## src/rtl/mem_op_sequencer.sv

```systemverilog
// Multi-cycle sequencer for ALU reg-imm, load and store commands driving a register-file/RAM datapath.
// Optional OVERFLOW_TRAP_EN: an ALU overflow in EXEC aborts the command with err and no writes.
module mem_op_sequencer #(
  parameter int unsigned MEM_LAT = 1
) (
  input  logic        clk,
  input  logic        Reset,
  input  logic        cmd_valid,
  output logic        cmd_ready,
  input  logic [1:0]  cmd_op,
  input  logic [2:0]  cmd_alu_op,
  input  logic [4:0]  cmd_rs,
  input  logic [4:0]  cmd_rt,
  input  logic [15:0] cmd_offset,
  output logic [4:0]  dp_rs,
  output logic [4:0]  dp_rt,
  output logic [4:0]  dp_waddr,
  output logic [15:0] dp_offset,
  output logic [2:0]  dp_alu_op,
  output logic        dp_write_reg,
  output logic        dp_mem_write,
  output logic        dp_wsel,
  input  logic        dp_of,
  input  logic        dp_zf,
  output logic        done,
  output logic        err,
  output logic        flag_of,
  output logic        flag_zf
);

  typedef enum logic [2:0] {StIdle, StExec, StMem, StWb, StDone} state_e;

  localparam logic [1:0] OpAlu   = 2'b00;
  localparam logic [1:0] OpLoad  = 2'b01;
  localparam logic [1:0] OpStore = 2'b10;
  localparam logic [1:0] OpRsv   = 2'b11;
  localparam logic [2:0] AluAdd  = 3'd4;
  localparam logic [1:0] LatInit = 2'(MEM_LAT - 1);

  state_e      state_q, state_d;
  logic [1:0]  op_q;
  logic [2:0]  alu_op_q;
  logic [4:0]  rs_q, rt_q;
  logic [15:0] offset_q;
  logic [1:0]  cnt_q, cnt_d;
  logic        err_q, err_d;
  logic        flag_of_q, flag_zf_q;

  always_ff @(posedge clk) begin
    if (Reset) begin
      state_q   <= StIdle;
      op_q      <= '0;
      alu_op_q  <= '0;
      rs_q      <= '0;
      rt_q      <= '0;
      offset_q  <= '0;
      cnt_q     <= '0;
      err_q     <= 1'b0;
      flag_of_q <= 1'b0;
      flag_zf_q <= 1'b0;
    end else begin
      state_q <= state_d;
      cnt_q   <= cnt_d;
      err_q   <= err_d;
      if (state_q == StIdle && cmd_valid) begin
        op_q     <= cmd_op;
        alu_op_q <= cmd_alu_op;
        rs_q     <= cmd_rs;
        rt_q     <= cmd_rt;
        offset_q <= cmd_offset;
      end
      if (state_q == StExec) begin
        flag_of_q <= dp_of;
        flag_zf_q <= dp_zf;
      end
    end
  end

  always_comb begin
    state_d = state_q;
    cnt_d   = cnt_q;
    err_d   = err_q;
    unique case (state_q)
      StIdle: begin
        if (cmd_valid) begin
          err_d   = (cmd_op == OpRsv);
          state_d = (cmd_op == OpRsv) ? StDone : StExec;
        end
      end
      StExec: begin
        cnt_d = LatInit;
`ifdef OVERFLOW_TRAP_EN
        if (dp_of) begin
          err_d   = 1'b1;
          state_d = StDone;
        end else begin
          state_d = (op_q == OpAlu) ? StWb : StMem;
        end
`else
        state_d = (op_q == OpAlu) ? StWb : StMem;
`endif
      end
      StMem: begin
        // Stores spend one cycle here; loads wait out the RAM latency.
        if (op_q == OpStore) begin
          state_d = StDone;
        end else if (cnt_q == 2'd0) begin
          state_d = StWb;
        end else begin
          cnt_d = cnt_q - 2'd1;
        end
      end
      StWb:    state_d = StDone;
      StDone:  state_d = StIdle;
      default: state_d = StIdle;
    endcase
  end

  assign cmd_ready    = (state_q == StIdle);
  assign done         = (state_q == StDone);
  assign err          = (state_q == StDone) && err_q;
  assign dp_rs        = rs_q;
  assign dp_rt        = rt_q;
  assign dp_waddr     = rt_q;
  assign dp_offset    = offset_q;
  assign dp_alu_op    = (op_q == OpAlu) ? alu_op_q : AluAdd;
  assign dp_mem_write = (state_q == StMem) && (op_q == OpStore);
  // r0 is hardwired, so its write strobe is dropped without changing timing.
  assign dp_write_reg = (state_q == StWb) && (rt_q != 5'd0);
  assign dp_wsel      = (state_q == StWb) && (op_q != OpLoad);
  assign flag_of      = flag_of_q;
  assign flag_zf      = flag_zf_q;

endmodule
```

## config.mk

```make
export PLATFORM = sky130hd
export DESIGN_NAME = mem_op_sequencer
export DESIGN_NICKNAME = d
export VERILOG_FILES = /design/src/rtl/mem_op_sequencer.sv
export SDC_FILE = /design/constraint.sdc
export NUM_CORES = 1
export LEC_CHECK = 0
export CAP_MARGIN = 25
export CORE_ASPECT_RATIO = 1.2
export CORE_UTILIZATION = 43
export CTS_BUF_LIST = sky130_fd_sc_hd__clkbuf_16
export DETAILED_ROUTE_END_ITERATION = 6
export GPL_TIMING_DRIVEN = 0
export PLACE_DENSITY = 0.87
export SETUP_SLACK_MARGIN = 0.05
export SLEW_MARGIN = 20
export SYNTH_ARGS = -nofsm -noshare
export SYNTH_HDL_FRONTEND = slang
export SYNTH_SLANG_ARGS = --single-unit
```

## constraint.sdc

```tcl
create_clock -name clk -period 4.85 [get_ports clk]
set_clock_uncertainty 0.15 [all_clocks]
set_input_delay 0.97 -clock clk [delete_from_list [all_inputs] [get_ports clk]]
set_output_delay 0.97 -clock clk [all_outputs]
set_load 0.02 [all_outputs]
```

==> results of run 1 <==
-- cell usage in the layout (no fill, tap or decap) --
| cell type | netlist | routed |
|---|---|---|
| nand2_1 | 64 | 64 |
| clkbuf_16 | 0 | 5 |
| nor3_1 | 4 | 4 |
| buf_2 | 4 | 4 |
| nor2_1 | 9 | 9 |
| nor3_4 | 1 | 1 |
| nand2b_1 | 3 | 3 |
| mux2_2 | 2 | 2 |
| dfxtp_1 | 39 | 39 |
| buf_4 | 6 | 6 |
| nor2b_1 | 1 | 1 |
| bufinv_16 | 0 | 2 |
| a211oi_1 | 1 | 1 |
| a22oi_1 | 1 | 1 |
| mux2i_1 | 2 | 2 |
| and3_1 | 1 | 1 |
| and2_1 | 3 | 3 |
| nand3b_1 | 2 | 2 |
| or3_1 | 1 | 1 |
| inv_1 | 3 | 4 |
| or4b_1 | 1 | 1 |
| o21ai_0 | 1 | 1 |
| a21oi_1 | 35 | 35 |
| clkbuf_1 | 4 | 4 |
| ha_1 | 1 | 1 |
| clkdlybuf4s50_1 | 0 | 77 |
| nor4b_4 | 1 | 1 |
| or3b_4 | 1 | 1 |
| buf_6 | 4 | 4 |
| nor3b_2 | 1 | 1 |
| o31ai_1 | 1 | 1 |
| nand3_1 | 2 | 2 |
| a21boi_0 | 1 | 1 |
-- area by class of cell --
type / instances / area share
Tap cell: 52 / 0.0245
Multi-Input combinational cell: 140 / 0.269
Inverter: 3 / 0.00424
Clock buffer: 5 / 0.0471
Clock inverter: 3 / 0.0240
Timing Repair Buffer: 77 / 0.290
Sequential cell: 39 / 0.294
Buffer: 18 / 0.0471
-- metrics by stage --
stage / instance area (um2) / utilization
4_1_cts: 2660 / 0.731
3_3_place_gp: 2470 / 0.679
2_1_floorplan: 1630 / -
6_report: 2660 / 0.731
3_5_place_dp: 2470 / 0.679
5_1_grt: 2660 / 0.731
-- cells by family after synthesis --
group | synth area share
buf+inv | 0.0836
simple gates | 0.275
mux | 0.0261
flops | 0.479
fa+ha+maj | 0.00767
compound gates | 0.129
-- routing by layer --
metal | part of all wire | up-vias
li1 | - | 816
met1 | 0.41 | 747
met2 | 0.50 | 58
met3 | 0.070 | 11
met4 | 0.018 | 0
met5 | 0 | -
-- worst max-delay path by stage --
| stage | startpoint | end | depth (start not counted) |
|---|---|---|---|
| final | state_q[1] | dp_mem_write | 4 |
| after detailed placement | state_q[1] | dp_mem_write | 4 |
| after global routing | state_q[1] | dp_mem_write | 4 |
| after global placement | state_q[0] | dp_mem_write | 4 |
| after CTS | state_q[1] | dp_mem_write | 4 |
| after floorplan | state_q[0] | dp_mem_write | 3 |
-- sequential cells by signal, summed over array words and instances, names as in the netlist --
register	flops
alu_op_q	3
cnt_q	2
dp_offset	16
dp_rs	5
dp_rt	5
err_q	1
flag_of	1
flag_zf	1
op_q	2
state_q	3
-- worst max-delay path, delay by kind of cell (launching register included) --
family,cells,cell delay [ns]
buffers and inverters,2,0.76
flip-flops,1,0.34
AND/OR/NAND/NOR,2,0.53
-- power by group through the flow --
stage | Combinational (mW) | Sequential [mW] | Clock (mW)
global route | 0.362 | 0.388 | 0.435
detailed placement | 0.332 | 0.389 | 0
global placement | 0.328 | 0.388 | 0
CTS | 0.337 | 0.383 | 0.422
floorplan | 0.160 | 0.419 | 0
finish | 0.335 | 0.383 | 0.419
==> flow_summary.ini, run 1 <==
[sta]
fin_crit_ns = 3.04
fin_crit_sh = 0.626
whs_ns = 0.301
timing_hold_violations_final = 0
fin_tns_setup_ns = 0
setup_violations = 0
slew_headroom = 0.682
rsz0062_at_grt = false
slew_viol_final = 0
tightest_slew_ns = 0.477
fin_ws_ns = 1.81
fmax_ghz = 0.329

[placement]
gp_congestion = 0.753
io_buffers = 77
place_inst = 329
dpl_worst_slack_ns = 2.11
hpwl_mm = 2.97

[detailed_routing]
firstDrtPassIters = 4
dr.first_iter.drc_count = 50
drt-total-wl_mm = 4.31
vias = 1632
drc = 0
routed_via_density = 4.84
ant_nets = 0
wire_per_inst_um = 12.8

[critical_path]
critPathLaunchType = flop
critPathKind = reg2out
max_stage_delay_ns = 0.61
r2r-start = state_q[2]
reg2reg_slack_ns = 3.16
worstPathRequired_ns = 3.73
crit_path_end_kind = primary output
reg2regPathDepth = 5
crit_slowest_cell = clkdlybuf4s50_1
critPathMaxFanout = 10
rr_endpoint = dp_offset[6]
worstPathArrival_ns = 1.92
crit_chain = buf_6 > or3b_4 > nor2_1 > clkdlybuf4s50_1

[grt]
grt_use_total = 0.227
met3_usage = 0.0858
grt_pass1_vias = 1645
grt_use_met1 = 0.259
grt_overflow = 0
grt-busiest-layer = met2
grt_max_degree = 13
grt_pass1_wl_mm = 7.08
antenna_found_initial = 0
gr-usage-met2 = 0.381

[yosys]
synth_warnings = 0
syn_area_per_cell_um2 = 8.16
synth_top_area_cell = dfxtp_1
syn_nets = 237
syn_inst = 200
synth_seq_cells = 39
synthTopCellsByCount = nand2_1 (64), dfxtp_1 (39), a21oi_1 (35)
synthArstFlopShare = 0
yosysUniqueCellTypes = 30
synthTopCellsByArea = dfxtp_1 (48%), nand2_1 (15%), a21oi_1 (11%), buf_4 (2.8%), buf_6 (2.8%)
synth_edf_count = 0
yosys.area.top_type_share = 0.479
synth.most_common_cell = nand2_1
synth_area_mm2 = 0.00163
synthFlopType = dfxtp_1
seq_area_frac_synth = 0.479

[flow_run]
max_cap_violations = 0

[finish]
nets = 321
fillers = 278
syn_to_final_growth_pct = 62.8
layoutNonFillerInstCount = 337
drive_above_1_share = 0.0947
diodes = 0
seq_area_um2 = 781
multi_input_area_um2 = 714

[min_path]
hp-start = alu_op_q[0]
hold_path_depth = 2
hp-class = reg2reg
min_to = alu_op_q[0]

[power]
totalPowerFinal_mw = 1.14
swShare = 0.284
peakVddDrop_mv = 0.299
p_clk_frac = 0.369
p_leak_nw = 1.02
pwr-share-seq = 0.337
power_density_mw_per_mm2 = 428
comb_power_share = 0.294
p_switching_uw = 322
cellInternalPower_uw = 814

[floorplan]
num_io_pins = 78
start_util = 0.449
rows = 24
coreArea_mm2 = 0.00363
fp.dieW_um = 58.2
chipHeight_um = 69.5
die-area_mm2 = 0.00405

[cts]
h-tree-depth = 2
clockBufferDepth = 2
cts_buffers = 5
tritoncts = done
cts_sinks = 39
clockRootBuffer = clkbuf_16
cts_hold_buf = 0
path_clk_slew_ns = 0.06
cts_resized = 0
clk_latency_ns = 0.28
postCtsSetupRepairBufs = 0

[run_status]
status = finished, final reports clean
No activity file was read; power rests on OpenSTA's default activity.
==> run 2: changes to the inputs <==
- CORE_UTILIZATION: 43 -> 40
- PLACE_DENSITY: 0.87 -> 0.82
- clock period: 4.85 -> 2.9 ns (I/O delays scaled with it)
==> flow_summary.ini, run 2 (synthesis results as in run 1) <==
[placement]
gp_congestion = 0.801
place_area_mm2 = 0.00247
place_inst = 331
hpwl_mm = 2.97
io_buffers = 77
dpl_worst_slack_ns = 0.576

[finish]
fin_area_mm2 = 0.00261
fillers = 331
fin_util = 0.667
syn_to_final_growth_pct = 59.8
drive_above_1_share = 0.0912
layoutNonFillerInstCount = 339
mostFrequentLayoutCell = clkdlybuf4s50_1
nets = 321
diodes = 0
layout_common_cells = clkdlybuf4s50_1 (77), nand2_1 (64), dfxtp_1 (39), a21oi_1 (35), nor2_1 (9)
largest_reg_flops = 16

[sta]
whs_ns = 0.301
fin_tns_setup_ns = 0
slew_headroom = 0.680
fin_crit_ns = 2.61
rsz0062_at_grt = false
timing_hold_violations_final = 0
fin_ws_ns = 0.287
tightest_slew_ns = 0.480
slew_viol_final = 0
fmax_ghz = 0.383
setup_violations = 0
fin_crit_sh = 0.901

[cts]
cts_resized = 0
postCtsSetupRepairBufs = 0
clockBufferDepth = 2
h-tree-depth = 2
cts_buffers = 5
clockRootBuffer = clkbuf_16
cts_hold_buf = 0
path_clk_slew_ns = 0.05
clk_latency_ns = 0.28
tritoncts = done
cts_sinks = 39

[critical_path]
crit_path_end = dp_mem_write
critPathKind = reg2out
max_stage_delay_ns = 0.60
reg2regPathDepth = 4
critPathMaxFanout = 10
r2r-start = state_q[1]
reg2reg_slack_ns = 1.20
crit_slowest_cell = clkdlybuf4s50_1
worstPathArrival_ns = 1.88
crit_chain = buf_6 > or3b_4 > nor2_1 > clkdlybuf4s50_1
critPathLaunchType = flop
crit_path_end_kind = primary output
worstPathRequired_ns = 2.17
rr_endpoint = cnt_q[0]
crit_start = state_q[1]

[floorplan]
chipHeight_um = 72.0
num_io_pins = 78
start_util = 0.417
rows = 25
die-area_mm2 = 0.00434
coreArea_mm2 = 0.00391
fp.dieW_um = 60.3

[detailed_routing]
drc = 0
routed_via_density = 4.69
vias = 1591
wire_per_inst_um = 12.0
firstDrtPassIters = 4
dr.first_iter.drc_count = 42
ant_nets = 0
drt-total-wl_mm = 4.08

[grt]
grt_use_total = 0.203
grt_overflow = 0
antenna_found_initial = 0
grt_pass1_vias = 1552
grt_pass1_wl_mm = 6.61
grt_max_degree = 12

[power]
power_density_mw_per_mm2 = 652
totalPowerFinal_mw = 1.70
p_leak_nw = 0.997
peakVddDrop_mv = 0.404

[min_path]
hp-class = reg2reg
hold_path_depth = 2

[run_status]
status = finished, final reports clean

[flow_run]
max_cap_violations = 0
run 2: worst min path at each step:
| stage | endpoint | slack [ns] | from |
|---|---|---|---|
| after floorplan | alu_op_q[0] | 0.28 | alu_op_q[0] |
| after global routing | dp_offset[9] | 0.32 | dp_offset[9] |
| after global placement | alu_op_q[1] | 0.29 | alu_op_q[1] |
| after CTS | err_q | 0.30 | err_q |
| after detailed placement | err_q | 0.30 | err_q |
| final | dp_offset[9] | 0.30 | dp_offset[9] |
run 2: layer usage:
metal  GRT usage  routed length (um)
met4      0.0672                  51
met3      0.0695                 260
met2       0.342                2040
met1       0.236                1730
met5           0                   0
run 2: critical path: cells and delay by family, from the launching register on:
family        cells  cell delay (ns)
flops             1             0.34
buf+inv           2             0.75
simple gates      2             0.51
run 2: cell type report:
type	instances	area, um2	area share
Buffer	18	125	0.0480
Multi-Input combinational cell	140	714	0.274
Clock buffer	5	125	0.0480
Inverter	3	11.3	0.00432
Sequential cell	39	781	0.299
Timing Repair Buffer	77	771	0.296
Tap cell	54	67.6	0.0259
Clock inverter	3	12.5	0.00480
run 2: power by group:
group          switching (mW)  internal (mW)  total, mW
Clock                   0.194          0.310      0.504
Combinational           0.283          0.273      0.556
Sequential             0.0402          0.599      0.639
Total                   0.517           1.18       1.70
==> run 3: changes to the inputs <==
- CTS_CLUSTER_SIZE: not set -> 8
==> results of run 3 <==
The final DEF is identical to that of run 2; final timing and power are the same.
